**config.mk**
```make
export PLATFORM = sky130hd
export DESIGN_NAME = rv32_fetch_seq
export DESIGN_NICKNAME = d
export VERILOG_FILES = /design/src/rtl/rv32_pkg.sv /design/src/rtl/rv32_csr_counters.sv /design/src/rtl/rv32_fetch_seq.sv
export SDC_FILE = /design/constraint.sdc
export NUM_CORES = 1
export LEC_CHECK = 0
export BUFFER_PORTS_ARGS = -buffer_cell sky130_fd_sc_hd__buf_2
export CORE_MARGIN = 2
export CORE_UTILIZATION = 45
export DETAILED_ROUTE_END_ITERATION = 16
export GPL_TIMING_DRIVEN = 0
export MAX_ROUTING_LAYER = met4
export PLACE_DENSITY_LB_ADDON = 0.2
export SYNTH_ARGS = -nofsm -noshare
export SYNTH_HDL_FRONTEND = slang
export SYNTH_SLANG_ARGS = --single-unit
```
**constraint.sdc**
```tcl
create_clock -name clk -period 2.2 [get_ports clk]
set_input_delay 0.44 -clock clk [delete_from_list [all_inputs] [get_ports clk]]
set_output_delay 0.44 -clock clk [all_outputs]
set_load 0.01 [all_outputs]
```
**src/rtl/rv32_pkg.sv**
```systemverilog
`default_nettype none
// ============================================================================
//  Module      : rv32_pkg
//  Description : Shared types and constants for the RV32 fetch sequencer and
//                its CSR counter block.
//  Revision    : 1.0 - initial release
// ============================================================================
package rv32_pkg;

  localparam int XLEN  = 32;
  localparam int CNT_W = 64;

  // Default PC loaded at reset when the parent does not override it.
  localparam logic [XLEN-1:0] RESET_PC = 32'h0000_0000;

  // Sequencer states: fetch a word, wait for the core, or stop after a trap.
  typedef enum logic [1:0] {
    FETCH = 2'd0,
    EXEC  = 2'd1,
    HALT  = 2'd2
  } state_t;

  // Instruction memory is word addressed; the low PC bits never reach it.
  function automatic logic [XLEN-1:0] fetch_addr(input logic [XLEN-1:0] pc_val);
    return {pc_val[XLEN-1:2], 2'b00};
  endfunction

endpackage
`default_nettype wire

```
**src/rtl/rv32_csr_counters.sv**
```systemverilog
`default_nettype none
// ============================================================================
//  Module      : rv32_csr_counters
//  Description : 64-bit cycle and retired-instruction counters read by the
//                core as CSRs. Values are registered, so a retiring
//                instruction observes the pre-increment count. Both counters
//                wrap modulo 2^64. When enable is low both read as zero.
//  Revision    : 1.0 - initial release
// ============================================================================
module rv32_csr_counters
  import rv32_pkg::*;
(
  input  logic             clk,
  input  logic             resetn,
  input  logic             enable,
  input  logic             retire,
  output logic [CNT_W-1:0] csr_cycle,
  output logic [CNT_W-1:0] csr_instret
);

  logic [CNT_W-1:0] r_cycle;
  logic [CNT_W-1:0] r_instret;

  // Free-running cycle count plus a retire-qualified instruction count.
  always_ff @(posedge clk or negedge resetn) begin
    if (!resetn) begin
      r_cycle   <= '0;
      r_instret <= '0;
    end else if (!enable) begin
      r_cycle   <= '0;
      r_instret <= '0;
    end else begin
      r_cycle <= r_cycle + CNT_W'(1);
      if (retire) begin
        r_instret <= r_instret + CNT_W'(1);
      end
    end
  end

  assign csr_cycle   = r_cycle;
  assign csr_instret = r_instret;

endmodule
`default_nettype wire

```
**src/rtl/rv32_fetch_seq.sv**
```systemverilog
`default_nettype none
// ============================================================================
//  Module      : rv32_fetch_seq
//  Description : Sequential front end for the combinational RV32 execute
//                core. Owns the architectural PC, fetches over a valid/ready
//                port into a one-entry buffer, commits pc_next on completion,
//                keeps the cycle/instret CSRs and halts for good on trap.
//                Optional macro RV32_FETCH_BYPASS_EN forwards the fetched
//                word straight to the core in the imem_ready cycle, giving
//                one instruction per cycle when memory and core are immediate.
//  Revision    : 1.0 - initial release
// ============================================================================
module rv32_fetch_seq
  import rv32_pkg::*;
#(
  parameter logic [31:0] PROGADDR_RESET  = RESET_PC,
  parameter int          ENABLE_COUNTERS = 1
) (
  input  logic             clk,
  input  logic             resetn,
  output logic             imem_valid,
  output logic [XLEN-1:0]  imem_addr,
  input  logic             imem_ready,
  input  logic [XLEN-1:0]  imem_rdata,
  output logic [XLEN-1:0]  pc,
  output logic [XLEN-1:0]  insn,
  output logic             insn_valid,
  input  logic             insn_complete,
  input  logic [XLEN-1:0]  pc_next,
  input  logic             pc_next_valid,
  input  logic             trap,
  output logic [CNT_W-1:0] csr_cycle,
  output logic [CNT_W-1:0] csr_instret,
  output logic             halted
);

  state_t          r_state;
  state_t          w_state_next;

  logic [XLEN-1:0] r_pc;
  logic [XLEN-1:0] r_insn;
  logic            r_insn_valid;
  logic            r_halted;

  logic            w_retire;
  logic            w_trap_hit;
  logic            w_load_insn;

  // State register; reset abandons any fetch in flight.
  always_ff @(posedge clk or negedge resetn) begin
    if (!resetn) begin
      r_state <= FETCH;
    end else begin
      r_state <= w_state_next;
    end
  end

  // Next-state decode. An illegal complete-without-pc_next leaves us in EXEC.
  always_comb begin
    w_state_next = r_state;
    case (r_state)
      FETCH: begin
        if (imem_ready) begin
`ifdef RV32_FETCH_BYPASS_EN
          if (insn_complete && trap) begin
            w_state_next = HALT;
          end else if (insn_complete && pc_next_valid) begin
            w_state_next = FETCH;
          end else begin
            w_state_next = EXEC;
          end
`else
          w_state_next = EXEC;
`endif
        end
      end
      EXEC: begin
        if (insn_complete) begin
          if (trap) begin
            w_state_next = HALT;
          end else if (pc_next_valid) begin
            w_state_next = FETCH;
          end
        end
      end
      HALT:    w_state_next = HALT;
      default: w_state_next = FETCH;
    endcase
  end

  // Output decode: memory request, core-facing instruction and commit strobes.
  always_comb begin
    imem_valid  = 1'b0;
    insn_valid  = r_insn_valid;
    insn        = r_insn;
    w_retire    = 1'b0;
    w_trap_hit  = 1'b0;
    w_load_insn = 1'b0;
    case (r_state)
      FETCH: begin
        // Gated by resetn so the request drops the instant reset asserts.
        imem_valid  = resetn;
        w_load_insn = imem_ready;
`ifdef RV32_FETCH_BYPASS_EN
        if (imem_ready && resetn) begin
          insn_valid = 1'b1;
          insn       = imem_rdata;
          w_retire   = insn_complete && !trap && pc_next_valid;
          w_trap_hit = insn_complete && trap;
        end
`endif
      end
      EXEC: begin
        w_retire   = insn_complete && !trap && pc_next_valid;
        w_trap_hit = insn_complete && trap;
      end
      default: begin
      end
    endcase
  end

  // Architectural PC, instruction buffer and sticky halt flag.
  always_ff @(posedge clk or negedge resetn) begin
    if (!resetn) begin
      r_pc         <= PROGADDR_RESET;
      r_insn       <= '0;
      r_insn_valid <= 1'b0;
      r_halted     <= 1'b0;
    end else begin
      if (w_load_insn) begin
        r_insn <= imem_rdata;
      end
      // Misaligned targets are committed as given; the core traps on them.
      if (w_retire) begin
        r_pc <= pc_next;
      end
      if (w_trap_hit) begin
        r_halted <= 1'b1;
      end
      r_insn_valid <= (w_state_next == EXEC);
    end
  end

  assign imem_addr = fetch_addr(r_pc);
  assign pc        = r_pc;
  assign halted    = r_halted;

  rv32_csr_counters u_csr (
    .clk         (clk),
    .resetn      (resetn),
    .enable      (ENABLE_COUNTERS != 0),
    .retire      (w_retire),
    .csr_cycle   (csr_cycle),
    .csr_instret (csr_instret)
  );

endmodule
`default_nettype wire

```
; Word-level counts from Yosys, hierarchy flattened
; Cells that the tools add are included.
[word_totals]
ff_bits = 196
out_inout_bits = 227
elab_cells = 26
input_bits = 70
[classes]
n_addsub = 2
muxes = 9
reduce_logical = 5
eq_ne = 3
[ops]
columns = op, count
row1 = "64-bit by 1-bit adder with 64-bit output, second input constant", 2
row2 = 2-bit two-way mux, 4
row3 = 2-bit case mux with 3 select lines, 1
row4 = "2-bit by 1-bit == test with 1-bit output, second input constant", 2
row5 = 1-bit two-way mux, 4
row6 = 1-bit logical AND, 3
row7 = "2-bit == test, second input constant", 1
row8 = 2-bit logical NOT, 1
row9 = 1-bit logical NOT, 1

; Logic depth before layout (Yosys ltp)
; Gate-level depths: netlist (run 1).
[depth]
ltp_word = 5
depth_mapped = 7

; Modules after synthesis
; A second synthesis (run 1) with hierarchy kept.
[unflattened]
hier_cells = 880
area_unflattened_um2 = 9320.2
[by_module_without_submodules]
columns = module, area_each_um2, seq_area_each_um2, cells_per_inst, instances
row1 = rv32_csr_counters, 6513.7, 3203.1, 696, 1
row2 = rv32_fetch_seq, 2806.4, 1701.6, 184, 1

; Worst setup path after synthesis (run 1)
; OpenSTA, ideal clock, no wires.
[synth_path]
path_type = register to register
startpoint = reg u_csr.r_cycle[14] (netlist: u_csr.csr_cycle[14])
endpoint = reg u_csr.r_cycle[59] (netlist: u_csr.csr_cycle[59])
stages_incl_launch_ff = 7
t_arrival_ns = 2.050
setup_ns = 0.080
slack_ns = 0.070
period_less_slack_ns = 2.130
cell_sequence = dfrtp_1 > nand3_2 > or4_4 > or4b_4 > buf_6 > nor4_4 > xnor2_1
[synth_via]
elab_chain_cells = 1
[synth_rtl]
columns = item, line_no
row1 = "start, declared", rv32_csr_counters.sv:21  ; logic [CNT_W-1:0] r_cycle;
row2 = "start signal, assigned", rv32_csr_counters.sv:33  ; r_cycle <= r_cycle + CNT_W'(1);
row3 = 64-bit by 1-bit adder with 64-bit output, rv32_csr_counters.sv:33
; No other way between the ends.
; A chain may end at the register's enable or synchronous reset.

; Worst setup path in the final report (run 1)
[layout_path]
startpoint = reg u_csr.r_cycle[7] (netlist: u_csr.csr_cycle[7])
endpoint = reg u_csr.r_cycle[55] (netlist: u_csr.csr_cycle[55])
; Same word-level chain as after synthesis.

==> results of run 1 <==
[synthesized netlist by cell type, types with 2 or more instances]
| master | instances | area (µm²) |
|---|---|---|
| buf_4 | 32 | 240 |
| ha_1 | 2 | 25.0 |
| mux2_2 | 32 | 360 |
| nor4_1 | 13 | 81.3 |
| and2_1 | 3 | 18.8 |
| or3_1 | 2 | 12.5 |
| inv_1 | 17 | 63.8 |
| or2_2 | 2 | 12.5 |
| nor4_4 | 2 | 42.5 |
| and3_2 | 3 | 22.5 |
| dfrtp_1 | 196 | 4900 |
| nand4_1 | 45 | 282 |
| xor2_1 | 55 | 482 |
| nand2_1 | 156 | 586 |
| nor2_1 | 40 | 150 |
| nor3_1 | 33 | 165 |
| xnor2_1 | 70 | 613 |
| nand3_1 | 42 | 210 |
| nor3b_1 | 2 | 15.0 |
| nand4b_1 | 2 | 17.5 |
| and4_2 | 2 | 20.0 |
| and3_1 | 17 | 106 |
| o21ai_0 | 2 | 10.0 |
| nor2b_1 | 2 | 12.5 |
| buf_1 | 2 | 7.51 |
| nand2b_1 | 2 | 12.5 |
| and4_1 | 9 | 78.8 |
| clkbuf_1 | 14 | 52.6 |
| nor4b_1 | 3 | 26.3 |
[routing by layer]
layer / wire (µm) / up-vias / track usage
li1: - / 3373 / -
met1: 9420 / 3436 / 0.280
met2: 11000 / 220 / 0.357
met3: 1190 / 26 / 0.0436
met4: 346 / 0 / 0.0756
met5: 0 / - / -
[logic make-up after synthesis]
group | count (synthesis) | share of synthesized area
compound gates | 3 | 0.00201
flops | 196 | 0.563
fa+ha+maj | 2 | 0.00287
xor+xnor | 125 | 0.126
other cells | 1 | 0.000430
buf+inv | 67 | 0.0437
mux | 32 | 0.0414
simple gates | 385 | 0.221
[worst max-delay path, cell delays in order (launching register included)]
cell and delay, ns:
dfrtp_1 0.42, nand4_1 0.17, or4_4 0.48, or4b_4 0.65, nor3_4 0.15, xor2_1 0.17
[state kept, by name, indices dropped and copies added (netlist names)]
register and count:
r_state 2, halted 1, u_csr.csr_cycle 64, u_csr.csr_instret 64, insn 32, pc 32, insn_valid 1
[metrics by stage]
stage / power, mW / util / TNS [ns]
floorplan: 6.36 / - / 0
finish: 10.5 / 0.602 / 0
global placement: 7.59 / 0.558 / -525.14
global route: 11.1 / 0.602 / -0.429
CTS: 10.6 / 0.594 / 0
detailed placement: 7.67 / 0.560 / -10.17
[report_power, final]
part / switching (mW) / total [mW] / internal, mW
logic: 1.39 / 2.86 / 1.47
clock network: 1.37 / 2.96 / 1.59
registers: 0.447 / 4.71 / 4.26
total: 3.20 / 10.5 / 7.33
[cell type report]
cell class / count / area share
repair buffers: 309 / 0.142
multi-input cells: 549 / 0.314
inverters: 17 / 0.00563
clock buffers: 20 / 0.0394
plain buffers: 48 / 0.0268
flip-flops and latches: 196 / 0.434
diodes: 1 / 0.000221
well taps: 260 / 0.0287
clock inverters: 11 / 0.00905
[timing repair]
action | in CTS | in global routing
setup endpoints to repair | 55 | 55
resized for setup | 10 | 24
cloned | 0 | 0
buffers inserted | 4 | 10
pin swaps | 4 | 7
[worst paths after layout]
| check | endpoint | startpoint |
|---|---|---|
| worst max-delay path | u_csr.csr_cycle[55]$_DFF_PN0_ | u_csr.csr_cycle[7]$_DFF_PN0_ |
| worst min-delay path | u_csr.csr_instret[23]$_DFFE_PN0P_ | resetn |
| worst max register to register | u_csr.csr_cycle[55]$_DFF_PN0_ | u_csr.csr_cycle[7]$_DFF_PN0_ |
| worst min register to register | u_csr.csr_instret[63]$_DFFE_PN0P_ | u_csr.csr_instret[63]$_DFFE_PN0P_ |
| max in group asynchronous | u_csr.csr_cycle[25]$_DFF_PN0_ | resetn |
| min in group clk | pc[30]$_DFFE_PN0P_ | pc_next[30] |
==> impl_metrics.toml, run 1 <==
[synth]
synth-seq-area-share = 0.563
ys_warn_count = 0
syn-cell-area_um2 = 8710
yosys_register_bits = 196
syn_avg_cell_area_um2 = 10.7
synth_edf_count = 0
synth.distinct_cells = 38
netlist_instances = 811
async_reset_ff_frac = 1.00
synthFlopType = "dfrtp_1"

[global_route]
overflow = 0
antenna_found_initial = 1
grt_pass1_wl_um = 34900
grt_max_degree = 110
track_usage = 0.221
grt_pass1_vias = 6888

[outcome]
violations = "negative hold slack"
status = "complete, but fails checks"

[placement]
routabilityCongestion = 0.859
place_area_um2 = 10600
pre_cts_ws_ns = -0.549
io_buffers = 294
dp.cells = 1367
dpl.hpwl_um = 15900

[clock_tree]
cts_tree = "built"
cts.sinks = 196
htree_levels = 4
root_buffer = "clkbuf_16"
cts_buffers = 17
clk_latency_ns = 0.43
clk_pin_slew_ns = 0.07
cts_max_path_buffers = 2
ctsHoldBuffers = 0

[layout]
layout.cells.most_common_list = "buf_2, dfrtp_1, nand2_1, xnor2_1, xor2_1"
fin_area_um2 = 11300
fin_nets = 1210
area_delta_synth_final_pct = 30.1
stdcell_count = 1411
multiInputGateArea_um2 = 3560
drive_gt1_frac = 0.386
layout.cells.most_common = "buf_2"
seq_area_um2 = 4910
fillCellCount = 1612

[min_path]
timing.hold.worst.class = "input pin to async pin"

[power_and_ir_drop]
power_leakage_nw = 5.99
peakVddDrop_mv = 0.688
p_per_area_nw_per_um2 = 929

[route]
first_pass_iters = 4
vias = 7055
postRouteAntennaNets = 0
drc = 0
wl_um = 21900
drt-vias-per-instance = 5.00
routedWlPerCell_um = 15.6
drt_iter0_drc = 337

[worst_setup_path]
path_class = "register to register"
critPathRequiredTime_ns = 2.54
endpoint_kind = "register"
r2r_slack_ns = 0.07
arrival_ns = 2.47
reg2regPathDepth = 5
worstSetupStartpointType = "register"
cp_max_fo = 6

[floorplan]
die_h_um = 143
dieArea_um2 = 20500
initial_core_util = 0.463
die_w_um = 143
coreArea_um2 = 18800
rows = 50
design.portCount = 297

[sta]
fin_ws_ns = 0.0684
relSlewSlack = 0.545
rsz0062_at_grt = "true"
finalSetupViolations = 0
hold_ws_ns = -0.0173
final.period_utilization = 0.969
max_freq_mhz = 469
slew_viol_final = 0
tightestPinTransition_ns = 0.682
min_period_ns = 2.13
fin_worst_skew_ns = 0.0116
hold_viol = 3

[flow_run]
drv_cap = 0
Note: power is estimated with default switching activity, not from simulation.
==> run 2: changes to the inputs <==
--- a/config.mk
+++ b/config.mk
@@ -12,6 +12,7 @@
 export GPL_TIMING_DRIVEN = 0
 export MAX_ROUTING_LAYER = met4
 export PLACE_DENSITY_LB_ADDON = 0.2
+export SLEW_MARGIN = 20
 export SYNTH_ARGS = -nofsm -noshare
 export SYNTH_HDL_FRONTEND = slang
 export SYNTH_SLANG_ARGS = --single-unit
==> constraint.sdc (replaced) <==
create_clock -name clk -period 2.2 [get_ports clk]
set_input_delay 0.11 -clock clk [delete_from_list [all_inputs] [get_ports clk]]
set_output_delay 0.11 -clock clk [all_outputs]
set_load 0.01 [all_outputs]
==> run 2 against run 1 <==
Against the previous run: the run now ends clean; core utilization up 4.5 points; first-iteration DRC count down 8.6%; critical path depth up 1.
==> impl_metrics.toml, run 2 (synthesized netlist as in run 1, its figures left out) <==
[route]
drc = 0
postRouteAntennaNets = 0
vias = 7386
drt-vias-per-instance = 4.95
drt_iter0_drc = 308
first_pass_iters = 5
wl_um = 23000
routedWlPerCell_um = 15.4

[sta]
rsz0062_at_grt = "true"
fin_worst_skew_ns = 0.0114
slew_viol_final = 0
final.period_utilization = 0.987
fin_setup_tns_ns = 0
hold_viol = 0
relSlewSlack = 0.616
max_freq_mhz = 461
tightestPinTransition_ns = 0.576
min_period_ns = 2.17
finalSetupViolations = 0

[worst_setup_path]
critPathRequiredTime_ns = 2.54
cp_cell_sequence = "nand2_1, or4_4, or4b_4, buf_6, nor4_4, xnor2_1"
worstSetupStartpointType = "register"
path_class = "register to register"
critPathSlowestCell = "or4_4"
max_stage_delay_ns = 0.52
r2r_slack_ns = 0.03
cp_max_fo = 6
arrival_ns = 2.51
endpoint_kind = "register"

[floorplan]
initial_core_util = 0.463
rows = 50
coreArea_um2 = 18800
die_w_um = 143
dieArea_um2 = 20500
die_h_um = 143
design.portCount = 297

[clock_tree]
cts.sinks = 196
clk_latency_ns = 0.42
root_buffer = "clkbuf_16"
cts_tree = "built"
cts_max_path_buffers = 2
clk_pin_slew_ns = 0.07
htree_levels = 4
cts_buffers = 17

[layout]
area_delta_synth_final_pct = 39.8
drive_gt1_frac = 0.371
fin_area_um2 = 12200
fin_nets = 1292
insertedDiodeCount = 0
layout.cells.most_common_list = "buf_2, dfrtp_1, nand2_1, xnor2_1, dlygate4sd3_1"
stdcell_count = 1493
fillCellCount = 1525
final_util = 0.647
layout.cells.most_common = "buf_2"

[flow_run]
drv_cap = 0

[placement]
dpl.hpwl_um = 16100
place_area_um2 = 10600
dp.cells = 1368
routabilityCongestion = 0.859
io_buffers = 294

[power_and_ir_drop]
peakVddDrop_mv = 0.656
power_leakage_nw = 6.39
p_per_area_nw_per_um2 = 886

[global_route]
track_usage = 0.231
grt_pass1_wl_um = 36600
grt_pass1_vias = 7209
grt_max_degree = 93
overflow = 0
antenna_found_initial = 0

[outcome]
status = "completed"

[min_path]
timing.hold.worst.class = "input pin to register"
-- run 2: cell count changes in the layout (fill, tap and decap cells not counted), moves of 2 or more --
cell,previous run,this run
clkinv_4,2,4
buf_4,46,61
nor3_1,28,25
nor3_2,4,7
nor4_4,4,6
dfrtp_1,188,190
clkbuf_1,14,16
clkinvlp_4,3,1
clkinv_2,3,1
dfrtp_2,8,6
dlygate4sd3_1,0,67
nor4_2,4,1
-- run 2: power by group --
part           internal [mW]  leakage [nW]  switching [mW]
combinational           1.57          3.57            1.46
sequential              4.27          2.54           0.457
clock                   1.69         0.273            1.35
total                   7.52          6.39            3.27
-- run 2: path summary, 6_finish.rpt --
| check | startpoint | end | depth (start not counted) |
|---|---|---|---|
| setup / recovery | u_csr.csr_cycle[26]$_DFF_PN0_ | u_csr.csr_cycle[59]$_DFF_PN0_ | 6 |
| hold / removal | pc_next_valid | r_state[0]$_DFF_PN0_ | 4 |
| setup reg to reg | u_csr.csr_cycle[26]$_DFF_PN0_ | u_csr.csr_cycle[59]$_DFF_PN0_ | 6 |
| hold reg to reg | u_csr.csr_cycle[63]$_DFF_PN0_ | u_csr.csr_cycle[63]$_DFF_PN0_ | 1 |
| max in group asynchronous | resetn | u_csr.csr_cycle[6]$_DFF_PN0_ | 3 |
| min in group asynchronous | resetn | u_csr.csr_instret[24]$_DFFE_PN0P_ | 2 |
-- run 2: per-stage QoR --
| step | hold WS [ns] | power, mW | worst slack [ns] |
|---|---|---|---|
| 2_1_floorplan | -0.186 | 6.36 | 0.0703 |
| 3_3_place_gp | 0.300 | 7.59 | -2.31 |
| 3_5_place_dp | -0.0476 | 7.67 | -0.395 |
| 4_1_cts | 0.0371 | 10.8 | 0.00566 |
| 5_1_grt | 0.0716 | 11.4 | -0.0913 |
| 6_report | 0.0627 | 10.8 | 0.0285 |
-- run 2: worst max-delay path: cells and delay by family, from the launching register on --
| kind | cells | cell delay [ns] |
|---|---|---|
| DFF | 1 | 0.47 |
| xor gates and xnor gates | 1 | 0.14 |
| and+or+nand+nor | 4 | 1.34 |
| buffers and inverters | 1 | 0.15 |
-- run 2: cell type report --
class                      count  area, µm²  share of cell area
inverter                      17       63.8             0.00524
tap                          260        325              0.0267
sequential                   196       4910               0.403
clock buffer                  22        444              0.0365
buffer                        48        314              0.0258
multi-input combinational    549       3580               0.294
clock inverter                10        125              0.0103
timing repair buffer         391       2420               0.198
-- run 2: routing by layer --
metal / GRT usage / wire length [µm] / vias up
li1: - / - / 3528
met1: 0.284 / 9590 / 3610
met2: 0.394 / 12000 / 229
met3: 0.0396 / 1180 / 19
met4: 0.0615 / 279 / 0
met5: - / 0 / -
-- run 2: timing repair --
action / CTS / global route
endpoints found under the setup margin: 51 / 59
pin swaps: 4 / 5
setup buffers: 4 / 24
resized for setup: 8 / 29
endpoints found under the hold margin: 263 / 0
hold buffers: 67 / 0
